[config.mk]
export PLATFORM = sky130hd
export DESIGN_NAME = count_seq_decoder_fsm_flat
export DESIGN_NICKNAME = d
export VERILOG_FILES = /design/src/rtl/count_seq_decoder_fsm_if.sv /design/src/rtl/count_seq_decoder_fsm.sv /design/src/flat_wrapper.sv
export SDC_FILE = /design/constraint.sdc
export NUM_CORES = 1
export LEC_CHECK = 0
export BUFFER_PORTS_ARGS = -buffer_cell sky130_fd_sc_hd__buf_4
export CORE_MARGIN = 5
export CORE_UTILIZATION = 35
export CTS_CLUSTER_DIAMETER = 50
export DETAILED_ROUTE_END_ITERATION = 10
export PLACE_DENSITY = 0.52
export SYNTH_ARGS = -nofsm -noshare
export SYNTH_HDL_FRONTEND = slang
export SYNTH_SLANG_ARGS = --single-unit
[constraint.sdc]
create_clock -name clk -period 3.39 [get_ports clk]
set_input_delay 0.1695 -clock clk [delete_from_list [all_inputs] [get_ports clk]]
set_output_delay 0.1695 -clock clk [all_outputs]
set_load 0.005 [all_outputs]
[src/rtl/count_seq_decoder_fsm_if.sv]
// Sample bus into the counter-sequence decoder and its decoded status back out.
// Latency: none, this is just wiring.
// Backpressure: none; the decoder accepts a sample on every valid cycle.
interface count_seq_decoder_fsm_if;
  logic       valid;
  logic [2:0] count_in;
  logic       dir;
  logic       locked;
  logic       wrap;
  logic       dir_chg;
  logic       err;
  logic [7:0] err_cnt;

  // Producer of samples and consumer of the decoded status
  modport master (
    output valid, count_in,
    input  dir, locked, wrap, dir_chg, err, err_cnt
  );

  // The decoder itself
  modport slave (
    input  valid, count_in,
    output dir, locked, wrap, dir_chg, err, err_cnt
  );
endinterface

[src/rtl/count_seq_decoder_fsm.sv]
// Tracks a 3-bit counter, decodes up/down direction, flags wraps, reversals and illegal steps.
// Latency: one cycle; a sample on valid at edge N shows on the registered outputs after edge N.
// Backpressure: none; every valid cycle is evaluated. Build option COUNT_HOLD_ALLOW_EN makes a repeated value legal.
module count_seq_decoder_fsm (
  input  logic                    clk,
  input  logic                    rst,
  count_seq_decoder_fsm_if.slave  bus
);

  typedef enum logic [1:0] {
    S_IDLE = 2'd0,
    S_ACQ  = 2'd1,
    S_UP   = 2'd2,
    S_DOWN = 2'd3
  } state_t;

  state_t     state, state_nxt;
  logic [2:0] prev, prev_nxt;
  logic       dir_q, dir_nxt;
  logic       locked_q, locked_nxt;
  logic       wrap_q, wrap_nxt;
  logic       dir_chg_q, dir_chg_nxt;
  logic       err_q, err_nxt;
  logic [7:0] err_cnt_q, err_cnt_nxt;

  logic [2:0] prev_inc;
  logic [2:0] prev_dec;
  logic       step_up;
  logic       step_dn;
  logic       hold_ok;
  logic       illegal;

  // Neighbour values wrap naturally in 3 bits, giving the modulo-8 step tests.
  assign prev_inc = prev + 3'd1;
  assign prev_dec = prev - 3'd1;
  assign step_up  = (bus.count_in == prev_inc);
  assign step_dn  = (bus.count_in == prev_dec);
`ifdef COUNT_HOLD_ALLOW_EN
  assign hold_ok  = (bus.count_in == prev);
`else
  assign hold_ok  = 1'b0;
`endif
  assign illegal  = !step_up && !step_dn && !hold_ok;

  // State register; reset wins over any sample presented in the same cycle.
  always_ff @(posedge clk) begin
    if (!rst) begin
      state <= S_IDLE;
    end else begin
      state <= state_nxt;
    end
  end

  // Next-state decision; only valid cycles move the machine, an allowed hold falls through as "stay".
  always_comb begin
    state_nxt = state;
    if (bus.valid) begin
      case (state)
        S_IDLE: state_nxt = S_ACQ;
        S_ACQ: begin
          if (step_up)      state_nxt = S_UP;
          else if (step_dn) state_nxt = S_DOWN;
        end
        S_UP: begin
          if (step_dn)      state_nxt = S_DOWN;
          else if (illegal) state_nxt = S_ACQ;
        end
        S_DOWN: begin
          if (step_up)      state_nxt = S_UP;
          else if (illegal) state_nxt = S_ACQ;
        end
        default: state_nxt = S_IDLE;
      endcase
    end
  end

  // Output decode; pulses default low so a valid=0 cycle clears them while dir/prev/err_cnt hold.
  always_comb begin
    prev_nxt    = prev;
    dir_nxt     = dir_q;
    wrap_nxt    = 1'b0;
    dir_chg_nxt = 1'b0;
    err_nxt     = 1'b0;
    if (bus.valid) begin
      prev_nxt = bus.count_in;
      case (state)
        S_ACQ: begin
          if (step_up)      dir_nxt = 1'b1;
          else if (step_dn) dir_nxt = 1'b0;
          else if (illegal) err_nxt = 1'b1;
        end
        S_UP: begin
          if (step_up) begin
            wrap_nxt = (prev == 3'd7);
          end else if (step_dn) begin
            dir_nxt     = 1'b0;
            dir_chg_nxt = 1'b1;
            wrap_nxt    = (prev == 3'd0);
          end else if (illegal) begin
            err_nxt = 1'b1;
          end
        end
        S_DOWN: begin
          if (step_dn) begin
            wrap_nxt = (prev == 3'd0);
          end else if (step_up) begin
            dir_nxt     = 1'b1;
            dir_chg_nxt = 1'b1;
            wrap_nxt    = (prev == 3'd7);
          end else if (illegal) begin
            err_nxt = 1'b1;
          end
        end
        default: ;
      endcase
    end
    // Error count sticks at 255 rather than rolling over.
    err_cnt_nxt = err_cnt_q;
    if (err_nxt && (err_cnt_q != 8'hFF)) err_cnt_nxt = err_cnt_q + 8'd1;
    locked_nxt = (state_nxt == S_UP) || (state_nxt == S_DOWN);
  end

  // Output and sample registers, all cleared by reset.
  always_ff @(posedge clk) begin
    if (!rst) begin
      prev      <= 3'd0;
      dir_q     <= 1'b0;
      locked_q  <= 1'b0;
      wrap_q    <= 1'b0;
      dir_chg_q <= 1'b0;
      err_q     <= 1'b0;
      err_cnt_q <= 8'd0;
    end else begin
      prev      <= prev_nxt;
      dir_q     <= dir_nxt;
      locked_q  <= locked_nxt;
      wrap_q    <= wrap_nxt;
      dir_chg_q <= dir_chg_nxt;
      err_q     <= err_nxt;
      err_cnt_q <= err_cnt_nxt;
    end
  end

  assign bus.dir     = dir_q;
  assign bus.locked  = locked_q;
  assign bus.wrap    = wrap_q;
  assign bus.dir_chg = dir_chg_q;
  assign bus.err     = err_q;
  assign bus.err_cnt = err_cnt_q;

endmodule

[src/flat_wrapper.sv]
// flat-port wrapper written by rule: the top's interface ports become plain ports
module count_seq_decoder_fsm_flat 
  (clk, rst, bus_valid, bus_count_in, bus_dir, bus_locked, bus_wrap, bus_dir_chg, bus_err, bus_err_cnt);
  count_seq_decoder_fsm_if bus_i ();
  input  logic clk;
  input  logic rst;
  input wire logic [$bits(bus_i.valid)-1:0] bus_valid;
  input wire logic [$bits(bus_i.count_in)-1:0] bus_count_in;
  output wire logic [$bits(bus_i.dir)-1:0] bus_dir;
  output wire logic [$bits(bus_i.locked)-1:0] bus_locked;
  output wire logic [$bits(bus_i.wrap)-1:0] bus_wrap;
  output wire logic [$bits(bus_i.dir_chg)-1:0] bus_dir_chg;
  output wire logic [$bits(bus_i.err)-1:0] bus_err;
  output wire logic [$bits(bus_i.err_cnt)-1:0] bus_err_cnt;
  assign bus_i.valid = bus_valid;
  assign bus_i.count_in = bus_count_in;
  assign bus_dir = bus_i.dir;
  assign bus_locked = bus_i.locked;
  assign bus_wrap = bus_i.wrap;
  assign bus_dir_chg = bus_i.dir_chg;
  assign bus_err = bus_i.err;
  assign bus_err_cnt = bus_i.err_cnt;
  count_seq_decoder_fsm u_core (.clk(clk), .rst(rst), .bus(bus_i));
endmodule
==> flow_summary_export.csv <==
group,metric,value,unit
status,status,"finished clean",
setup_path,critical_path_arrival,2.52,ns
pwr,combPwrFrac,16.5,%
setup_path,path_cells,"ha_1, ha_1, xnor2_1, a311o_2, or4b_1, a21oi_1",
setup_path,cp.required,3.63,ns
setup_path,max_stage_delay,0.52,ns
worst_hold_path,holdPathEnd,"u_core.prev[0]",
sta,rsz0062_at_grt,"no",
setup_path,r2r_slack,1.10,ns
grt,grt_pass1_wl,4350,um
sta,final.setup.tns,0,ns
sta,drv_slew,0,
pwr,power.internal,0.000309,W
setup_path,crit_path_top_delay_cell,"or4b_1",
floorplan,die-area,4430,um2
synth,synth_compound_gate_area_share,16.3,%
worst_hold_path,holdPathStages,3,
clock_network,holdBufCountCts,0,
setup_path,reg2reg_to,"u_core.bus.err_cnt[1]",
synth,synthAdderAreaFrac,10.1,%
worst_hold_path,hp-start,"bus_count_in[0]",
clock_network,post_cts_buffers,0,
synth,yosys.area_share.simple,21.0,%
job,maxCapViolCount,0,
setup_path,critical_path.endpoint_type,"register",
sta,finalSetupViolCount,0,
route,route.detailed.drc,0,
floorplan,start_util,36.7,%
synth,yosys_warnings,0,
clock_network,cts-resized-gates,0,
clock_network,cts-buffers-inserted,3,
route,vias_per_cell,5.20,
clock_network,cts.clk_slew.worst_paths,0.11,ns
cells_and_area,fin_util,42.8,%
cells_and_area,finish.net_count,161,
grt,grt.total_usage,12.5,%
grt,grt_pass1_vias,962,
floorplan,rows,20,
setup_path,cp_max_fo,12,
synth,synth_cell_type_count,33,
cells_and_area,layout_common_cells,"18 x buf_4, 18 x dfxtp_1, 9 x inv_1, 9 x ha_1",
pwr,power_frac_seq,51.2,%
clock_network,clock_path_buffers,2,
synth,syn_area_per_cell,8.68,um2
sta,fin_crit,2.29,ns
synth,synth_area_leader_cell,"dfxtp_1",
sta,hold_viol,0,
setup_path,worstSetupPathType,"reg2reg",
pwr,ir_drop,0.154,mV
worst_hold_path,hold_class,"in2reg",
route,drtAntennaViolNets,0,
sta,worstMarginPinSlew,0.539,ns
setup_path,startpoint_type,"register",
setup_path,worstRegToRegCells,6,
sta,max_freq,438,MHz
synth,synth_top_family_by_area,"simple AND/OR/NAND/NOR gates",
setup_path,r2r_start,"u_core.prev[0]",
route,drt-total-wl,2480,um
placement,post-dp-hpwl,1840,um
route,drtIter0Drc,29,
synth,netlist_instances,129,
clock_network,htree_levels,1,
pwr,leakage,0.518,nW
placement,gp_congestion,0.791,
route,drtPass1Iterations,4,
synth,synth_mux_area_share,7.15,%
pwr,p_sw,0.000122,W
grt,grt_max_degree,17,
synth,synth_xor_area_share,6.70,%
cells_and_area,synthToLayoutAreaGrowth,16.6,%
pwr,power.density,330,nW/um2
synth,syn-cell-area,1120,um2
pwr,switching_share,28.3,%
clock_network,cts_sinks,18,
synth,synth_top_area_share,32.2,%
clock_network,cts_tree,"built",
sta,relSlewSlack,64.1,%
route,num_vias,983,
clock_network,cts_root_buffer,"clkbuf_4",
placement,dp_cells,185,
synth,ys_seq_area_share,32.2,%
clock_network,clock_latency,0.30,ns
synth,synth_area_leaders,"dfxtp_1 32%, ha_1 10%, mux2i_1 7.2%, o211ai_1 3.4%, nand3_1 3.1%",
synth,ys_seq_elements,18,
synth,synth_nets,144,
cells_and_area,layout-drive-gt1-share,15.9,%
setup_path,crit_top_cell,"ha_1",
grt,grt_antenna_before_repair,0,
cells_and_area,stdcell_count,189,
route,wl_per_cell,13.1,um
floorplan,die_h,66.6,um
grt,overflow,0,
cells_and_area,n_antenna_cell,0,
sta,finClkSkew,0.00231,ns
floorplan,design.portCount,19,
floorplan,die_w,66.6,um
pwr,power_frac_clock,32.4,%
sta,finalCritPeriodShare,67.4,%
placement,port-buffer-count,18,
floorplan,coreArea,3050,um2
sta,hold_slack,0.131,ns
synth_stat cells, drive strengths merged:
cell type / instances
a21o: 1
a21oi: 5
a22oi: 1
a311o: 1
a31oi: 2
and3: 3
buf: 3
clkbuf: 3
dfxtp: 18
ha: 9
inv: 9
mux2i: 8
nand2: 8
nand2b: 5
nand3: 7
nand4: 1
nor2: 8
nor3: 5
nor4: 4
nor4b: 1
o2111ai: 1
o211ai: 5
o21ai: 5
o31ai: 4
o32ai: 1
o41ai: 1
or4: 2
or4b: 1
xnor2: 3
xnor3: 1
xor2: 3
worst max path at each step:
stage,from,endpoint,cells past startpoint
3_3_place_gp,u_core.prev[0],u_core.bus.err_cnt[1],6
5_1_grt,u_core.prev[0],u_core.bus.err_cnt[0],6
4_1_cts,u_core.prev[0],u_core.bus.err_cnt[1],6
3_5_place_dp,u_core.prev[0],u_core.bus.err_cnt[1],6
6_report,u_core.prev[0],u_core.bus.err_cnt[1],6
2_1_floorplan,u_core.prev[0],u_core.bus.err_cnt[3],7
power by group through the flow:
| stage | sequential, W | combinational, W | clock (W) |
|---|---|---|---|
| after floorplan | 0.000224 | 0.0000558 | 0 |
| after global placement | 0.000225 | 0.0000699 | 0 |
| after detailed placement | 0.000225 | 0.0000709 | 0 |
| after CTS | 0.000220 | 0.0000710 | 0.000144 |
| after global routing | 0.000221 | 0.0000805 | 0.000155 |
| final | 0.000220 | 0.0000710 | 0.000139 |
layout make-up:
cell class | count | area, um2
Clock buffer | 4 | 36.3
Tap cell | 44 | 55.1
Sequential cell | 18 | 360
Multi-Input combinational cell | 96 | 686
Timing Repair Buffer | 18 | 135
Inverter | 9 | 33.8
Fill cell | 345 | 1750
critical path, delay by kind of cell, from the launching register on:
kind,cells,cell delay (ns)
AO/OA/AOI/OAI,2,0.63
XOR/XNOR,1,0.17
adder cells (fa/ha/maj),2,0.53
flip-flops,1,0.37
AND/OR/NAND/NOR,1,0.52
registers in the layout, summed over array words and instances, names as in the netlist:
signal and flops:
u_core.bus.err_cnt 8, u_core.prev 3, u_core.state 2, u_core.bus.dir 1, u_core.bus.dir_chg 1, u_core.bus.err 1, u_core.bus.locked 1, u_core.bus.wrap 1
routing by layer:
layer	vias up	track usage, %	routed length, um
met3	4	2.70	140
met2	31	19.4	1110
met5	-	0	0
met1	450	16.5	1200
met4	0	5.33	27
li1	498	-	-
cell families after synthesis:
group | count (synthesis)
adder cells (fa/ha/maj) | 9
multiplexers | 8
AND/OR/NAND/NOR | 45
buffers and inverters | 15
AO/OA/AOI/OAI | 27
flip-flops | 18
XOR/XNOR | 7
stage by stage:
stage | instance area [um2] | worst slack [ns] | total power (W)
after floorplan | 1120 | 1.20 | 0.000280
after global placement | 1270 | 1.18 | 0.000295
after detailed placement | 1270 | 1.12 | 0.000296
after CTS | 1310 | 1.09 | 0.000435
after global routing | 1310 | 0.974 | 0.000457
final | 1310 | 1.10 | 0.000431
No activity file was read; power rests on OpenSTA's default activity.
